[config.mk]
export PLATFORM = sky130hd
export DESIGN_NAME = if_stage
export DESIGN_NICKNAME = d
export VERILOG_FILES = /design/src/rtl/if_stage.sv
export SDC_FILE = /design/constraint.sdc
export NUM_CORES = 1
export LEC_CHECK = 0
export BUFFER_PORTS_ARGS = -buffer_cell sky130_fd_sc_hd__buf_2
export CAP_MARGIN = 0
export CORE_MARGIN = 8
export CORE_UTILIZATION = 51
export DETAILED_ROUTE_END_ITERATION = 16
export PLACE_DENSITY = 0.78
export SLEW_MARGIN = 25
export SYNTH_ARGS = -nofsm -noshare
export SYNTH_HDL_FRONTEND = slang
export SYNTH_SLANG_ARGS = --single-unit
export TNS_END_PERCENT = 10
[constraint.sdc]
create_clock -name clk -period 2.6 [get_ports clk]
set_clock_uncertainty 0.15 [all_clocks]
set_input_delay 0.13 -clock clk [delete_from_list [all_inputs] [get_ports clk]]
set_output_delay 0.13 -clock clk [all_outputs]
set_load 0.02 [all_outputs]
[src/rtl/if_stage.sv]
// Instruction-fetch stage: owns the PC, the imem request handshake and the IF/ID register.
// A one-entry hold buffer absorbs a word that returns during a stall, so it is never refetched.
module if_stage #(
    parameter int                     PC_WIDTH  = 32,
    parameter logic [PC_WIDTH-1:0]    RESET_PC  = '0,
    parameter logic [31:0]            NOP_INSTR = 32'h0000_0000
) (
    input  logic                clk,
    input  logic                rst_n,
    input  logic                pc_write,
    input  logic                ifid_write,
    input  logic                redirect,
    input  logic [PC_WIDTH-1:0] redirect_pc,
    output logic                imem_req,
    output logic [PC_WIDTH-1:0] imem_addr,
    input  logic                imem_ready,
    input  logic [31:0]         imem_rdata,
    output logic [31:0]         ifid_instr,
    output logic [PC_WIDTH-1:0] ifid_pc4,
    output logic                ifid_valid,
    output logic [15:0]         stall_count
);

    typedef enum logic [1:0] {FETCH, HOLD, DISCARD} state_t;

    typedef struct packed {
        logic [31:0]         instr;
        logic [PC_WIDTH-1:0] pc4;
    } hold_t;

    state_t              state;
    logic [PC_WIDTH-1:0] pc;
    logic [PC_WIDTH-1:0] pending_pc;
    hold_t               hold_buf;

    logic                stall;
    logic [PC_WIDTH-1:0] pc_plus4;
    logic [PC_WIDTH-1:0] target;

    assign stall    = !pc_write || !ifid_write;
    assign pc_plus4 = pc + PC_WIDTH'(4);
    assign target   = redirect_pc & ~PC_WIDTH'(3);

    // Request is gated by rst_n so it drops immediately on async reset assertion.
    assign imem_req  = rst_n && (state != HOLD);
    assign imem_addr = pc;

    always_ff @(posedge clk or negedge rst_n) begin
        if (!rst_n) begin
            state       <= FETCH;
            pc          <= RESET_PC;
            pending_pc  <= '0;
            hold_buf    <= '0;
            ifid_instr  <= NOP_INSTR;
            ifid_pc4    <= '0;
            ifid_valid  <= 1'b0;
            stall_count <= '0;
        end else begin
            if (stall && stall_count != 16'hFFFF)
                stall_count <= stall_count + 16'd1;

            if (redirect) begin
                // Flush wins over ifid_write=0; the held word is dropped with it.
                ifid_instr <= NOP_INSTR;
                ifid_pc4   <= '0;
                ifid_valid <= 1'b0;
                hold_buf   <= '0;
                if (state != HOLD && !imem_ready) begin
                    // Outstanding request: keep the address stable until it completes.
                    pending_pc <= target;
                    state      <= DISCARD;
                end else begin
                    pc    <= target;
                    state <= FETCH;
                end
            end else begin
                case (state)
                    FETCH: begin
                        if (imem_ready) begin
                            pc <= pc_plus4;
                            if (!stall) begin
                                ifid_instr <= imem_rdata;
                                ifid_pc4   <= pc_plus4;
                                ifid_valid <= 1'b1;
                            end else begin
                                hold_buf <= '{instr: imem_rdata, pc4: pc_plus4};
                                state    <= HOLD;
                            end
                        end else if (!stall) begin
                            ifid_valid <= 1'b0;
                        end
                    end
                    HOLD: begin
                        if (!stall) begin
                            ifid_instr <= hold_buf.instr;
                            ifid_pc4   <= hold_buf.pc4;
                            ifid_valid <= 1'b1;
                            hold_buf   <= '0;
                            state      <= FETCH;
                        end
                    end
                    DISCARD: begin
                        if (imem_ready) begin
                            pc    <= pending_pc;
                            state <= FETCH;
                        end
                    end
                    default: state <= FETCH;
                endcase
            end
        end
    end

endmodule

==> results.sh <==
export IMPL_status="finished clean"
export IMPL_layout_drive_gt1_share_pct=23.8
export IMPL_pwr_share_comb_pct=23.8
export IMPL_start_util_pct=51.7
export IMPL_power_switching_uw=3130
export IMPL_power_share_clock_pct=34.0
export IMPL_cts_max_path_buffers=3
export IMPL_power_leakage_uw=0.00572
export IMPL_worst_path_stages=7
export IMPL_clock_latency_ns=0.51
export IMPL_row_count=51
export IMPL_drt_iter0_drc=804
export IMPL_p_int_uw=6600
export IMPL_cts_htree_levels=1
export IMPL_cp_slowest_cell="or4_4"
export IMPL_ys_types=63
export IMPL_cpLargestDelayFamily="simple AND/OR/NAND/NOR gates"
export IMPL_relSlewSlack_pct=46.2
export IMPL_required_ns=2.88
export IMPL_design_area_um2=12800
export IMPL_finalCritPeriodShare_pct=94.2
export IMPL_fin_util_pct=66.0
export IMPL_dr_pass1_iters=6
export IMPL_hold_class="input pin to asynchronous set/reset pin"
export IMPL_grt_pass1_vias=8895
export IMPL_antenna_found_initial=0
export IMPL_final_hold_viol_count=0
export IMPL_drcViolationCount=0
export IMPL_multi_input_area_um2=4530
export IMPL_setup_violations=0
export IMPL_r2r_slack_ns=0.15
export IMPL_cts_setup_buffers=0
export IMPL_grt_pass1_wl_um=47600
export IMPL_cts_buffers=23
export IMPL_startpoint_type="flop"
export IMPL_drtAntennaViolNets=0
export IMPL_wl_per_cell_um=18.8
export IMPL_crit_end="hold_buf[24]"
export IMPL_critPathKind="flop to flop"
export IMPL_synthTopCellsByArea="dfrtp_1 (51%), nand2_1 (7.2%), o21ai_0 (5.3%)"
export IMPL_synth_area_per_cell_um2=9.58
export IMPL_die_h_um=156
export IMPL_swShare_pct=32.1
export IMPL_maxSlewViolCount=0
export IMPL_async_reset_ff_share_pct=100
export IMPL_synth_seq_cells=205
export IMPL_dieWidth_um=156
export IMPL_crit_fanout=6
export IMPL_grtUsageTotal_pct=24.0
export IMPL_rr_endpoint="hold_buf[24]"
export IMPL_yosys_area_top_type="dfrtp_1"
export IMPL_final_setup_tns_ns=0
export IMPL_final_cell_mix="dfrtp_1 (205), nand2_1 (191), buf_2 (178)"
export IMPL_n_fill_cell=1514
export IMPL_ir_worst_vdd_mv=0.631
export IMPL_num_antenna_cells=0
export IMPL_dp_hpwl_um=19200
export IMPL_worst_pin_slew_ns=0.804
export IMPL_grt_ovfl_total=0
export IMPL_regArea_um2=5130
export IMPL_crit_chain="ha_1, nand3_2, or4_4, buf_4, nor3_1, o21ai_0, o21ai_0"
export IMPL_power_density_nw_per_um2=763
export IMPL_reg2reg_depth=7
export IMPL_fin_crit_ns=2.45
export IMPL_synthFlopType="dfrtp_1"
export IMPL_io_pins=184
export IMPL_ys_seq_area_share_pct=51.3
export IMPL_portBuffers=179
export IMPL_vias=8839
export IMPL_cts_sink_count=205
export IMPL_critPathCaptureType="flop"
export IMPL_fp_dieArea_um2=24300
export IMPL_grt_max_degree=126
export IMPL_reg2reg_from="imem_addr[2]"
export IMPL_syn_instance_count=1043
export IMPL_totalWireLength_um=29400
export IMPL_fin_nets=1348
export IMPL_synth_edf_count=0
export IMPL_coreArea_um2=19300
export IMPL_synth_top_area_share_pct=51.3
export IMPL_worstPathArrival_ns=2.73
export IMPL_max_freq_mhz=408
export IMPL_gp_congestion=0.937
export IMPL_drv_cap=0
export IMPL_vias_per_cell=5.67
export IMPL_area_growth_pct=27.6
export IMPL_path_buf_inv=1
export IMPL_cts_root_buf="clkbuf_16"
export IMPL_cts_tree="done"
export IMPL_power_share_sequential_pct=42.2
export IMPL_synth_area_um2=10000
export IMPL_rsz0062_at_grt="no"
export IMPL_ys_warnings_count=0
export IMPL_cp_startpoint="imem_addr[2]"
export IMPL_clkSlewWorstSetupHoldPaths_ns=0.06
export IMPL_slowest_delay_ns=0.61
export IMPL_layout_commonest_cell="dfrtp_1"
export IMPL_place_area_um2=11300
export IMPL_crit_path_frequent_cell="o21ai_0"
## synth_stat cells (8+ instances only)
library cell and number:
nor3_1 19, nand3_1 24, clkbuf_1 59, and3_1 18, a31oi_1 8, xor2_1 9
nand2_1 191, or3_1 9, a211oi_1 8, nor2_1 57, nand4_1 19, mux2i_1 35
dfrtp_1 205, o21ai_0 105, mux2_2 34, o31ai_1 47, a21oi_1 52, xnor2_1 23
## per-stage QoR
step	worst slack [ns]	power, uW	hold WS [ns]	cells
floorplan	0.0417	5460	-0.316	1044
global placement	0.180	6280	-0.0461	1448
detailed placement	0.127	6360	-0.0464	1448
CTS	0.0780	9770	0.00678	1558
global route	0.0605	10200	0.0493	1558
finish	0.152	9730	0.0123	1558
## worst reg2reg max path, delay by kind of cell (launching register included)
kind	cells	cell delay (ns)
AOI/OAI and AO/OA	2	0.43
adders and majority gates	1	0.26
buffers and inverters	1	0.19
DFF	1	0.38
and+or+nand+nor	3	0.98
## power groups by stage
stage | logic (uW) | clock network, uW | registers [uW]
after floorplan | 1040 | 0 | 4420
after global placement | 2170 | 0 | 4110
after detailed placement | 2220 | 0 | 4140
after CTS | 2320 | 3370 | 4090
after global routing | 2530 | 3490 | 4170
final | 2320 | 3300 | 4110
## cells by family after synthesis
family | Yosys count | synth area share [%]
simple gates | 371 | 17.0
compound gates | 276 | 17.3
flops | 205 | 51.3
buf+inv | 86 | 3.93
mux | 69 | 7.33
xor+xnor | 32 | 2.80
fa+ha+maj | 3 | 0.350
other cells | 1 | 0.0375
## final cells by class
class / count / share of cell area [%]
Multi-Input combinational cell: 753 / 35.5
Timing Repair Buffer: 287 / 15.4
Clock buffer: 35 / 5.41
Sequential cell: 205 / 40.2
Inverter: 6 / 0.177
Clock inverter: 7 / 0.726
Tap cell: 265 / 2.60
## repair_timing
item                                    4_1_cts  5_1_grt
endpoints found under the setup margin        1        5
hold buffers                                 68        0
gates resized for setup                       1        1
pin swaps                                     0        0
hold endpoints to repair                    317        0
## how the worst min path moves through the flow
stage                         to  slack [ns]  cells after the start
floorplan           hold_buf[10]       -0.32                      0
detailed placement   ifid_pc4[3]       -0.05                      1
global route         hold_buf[5]        0.05                      2
global placement     ifid_pc4[3]       -0.05                      1
CTS                  ifid_pc4[3]       0.007                      2
finish               ifid_pc4[3]        0.01                      2
## metal layers
metal  vias to the layer above  track usage (%)  part of all wire (%)
met5                         -                0                     0
met4                         0             7.35                   2.0
met3                        41             6.04                   9.3
met2                       347             39.2                    48
met1                      4275             30.9                    41
li1                       4176                -                     -
## state kept, by name, summed over array words and instances, names as in the netlist
name and count:
ifid_valid 1, pending_pc 30, hold_buf 63, imem_addr 30, state 2, ifid_instr 32
ifid_pc4 31, stall_count 16
Power figures use the tool's default switching activity.
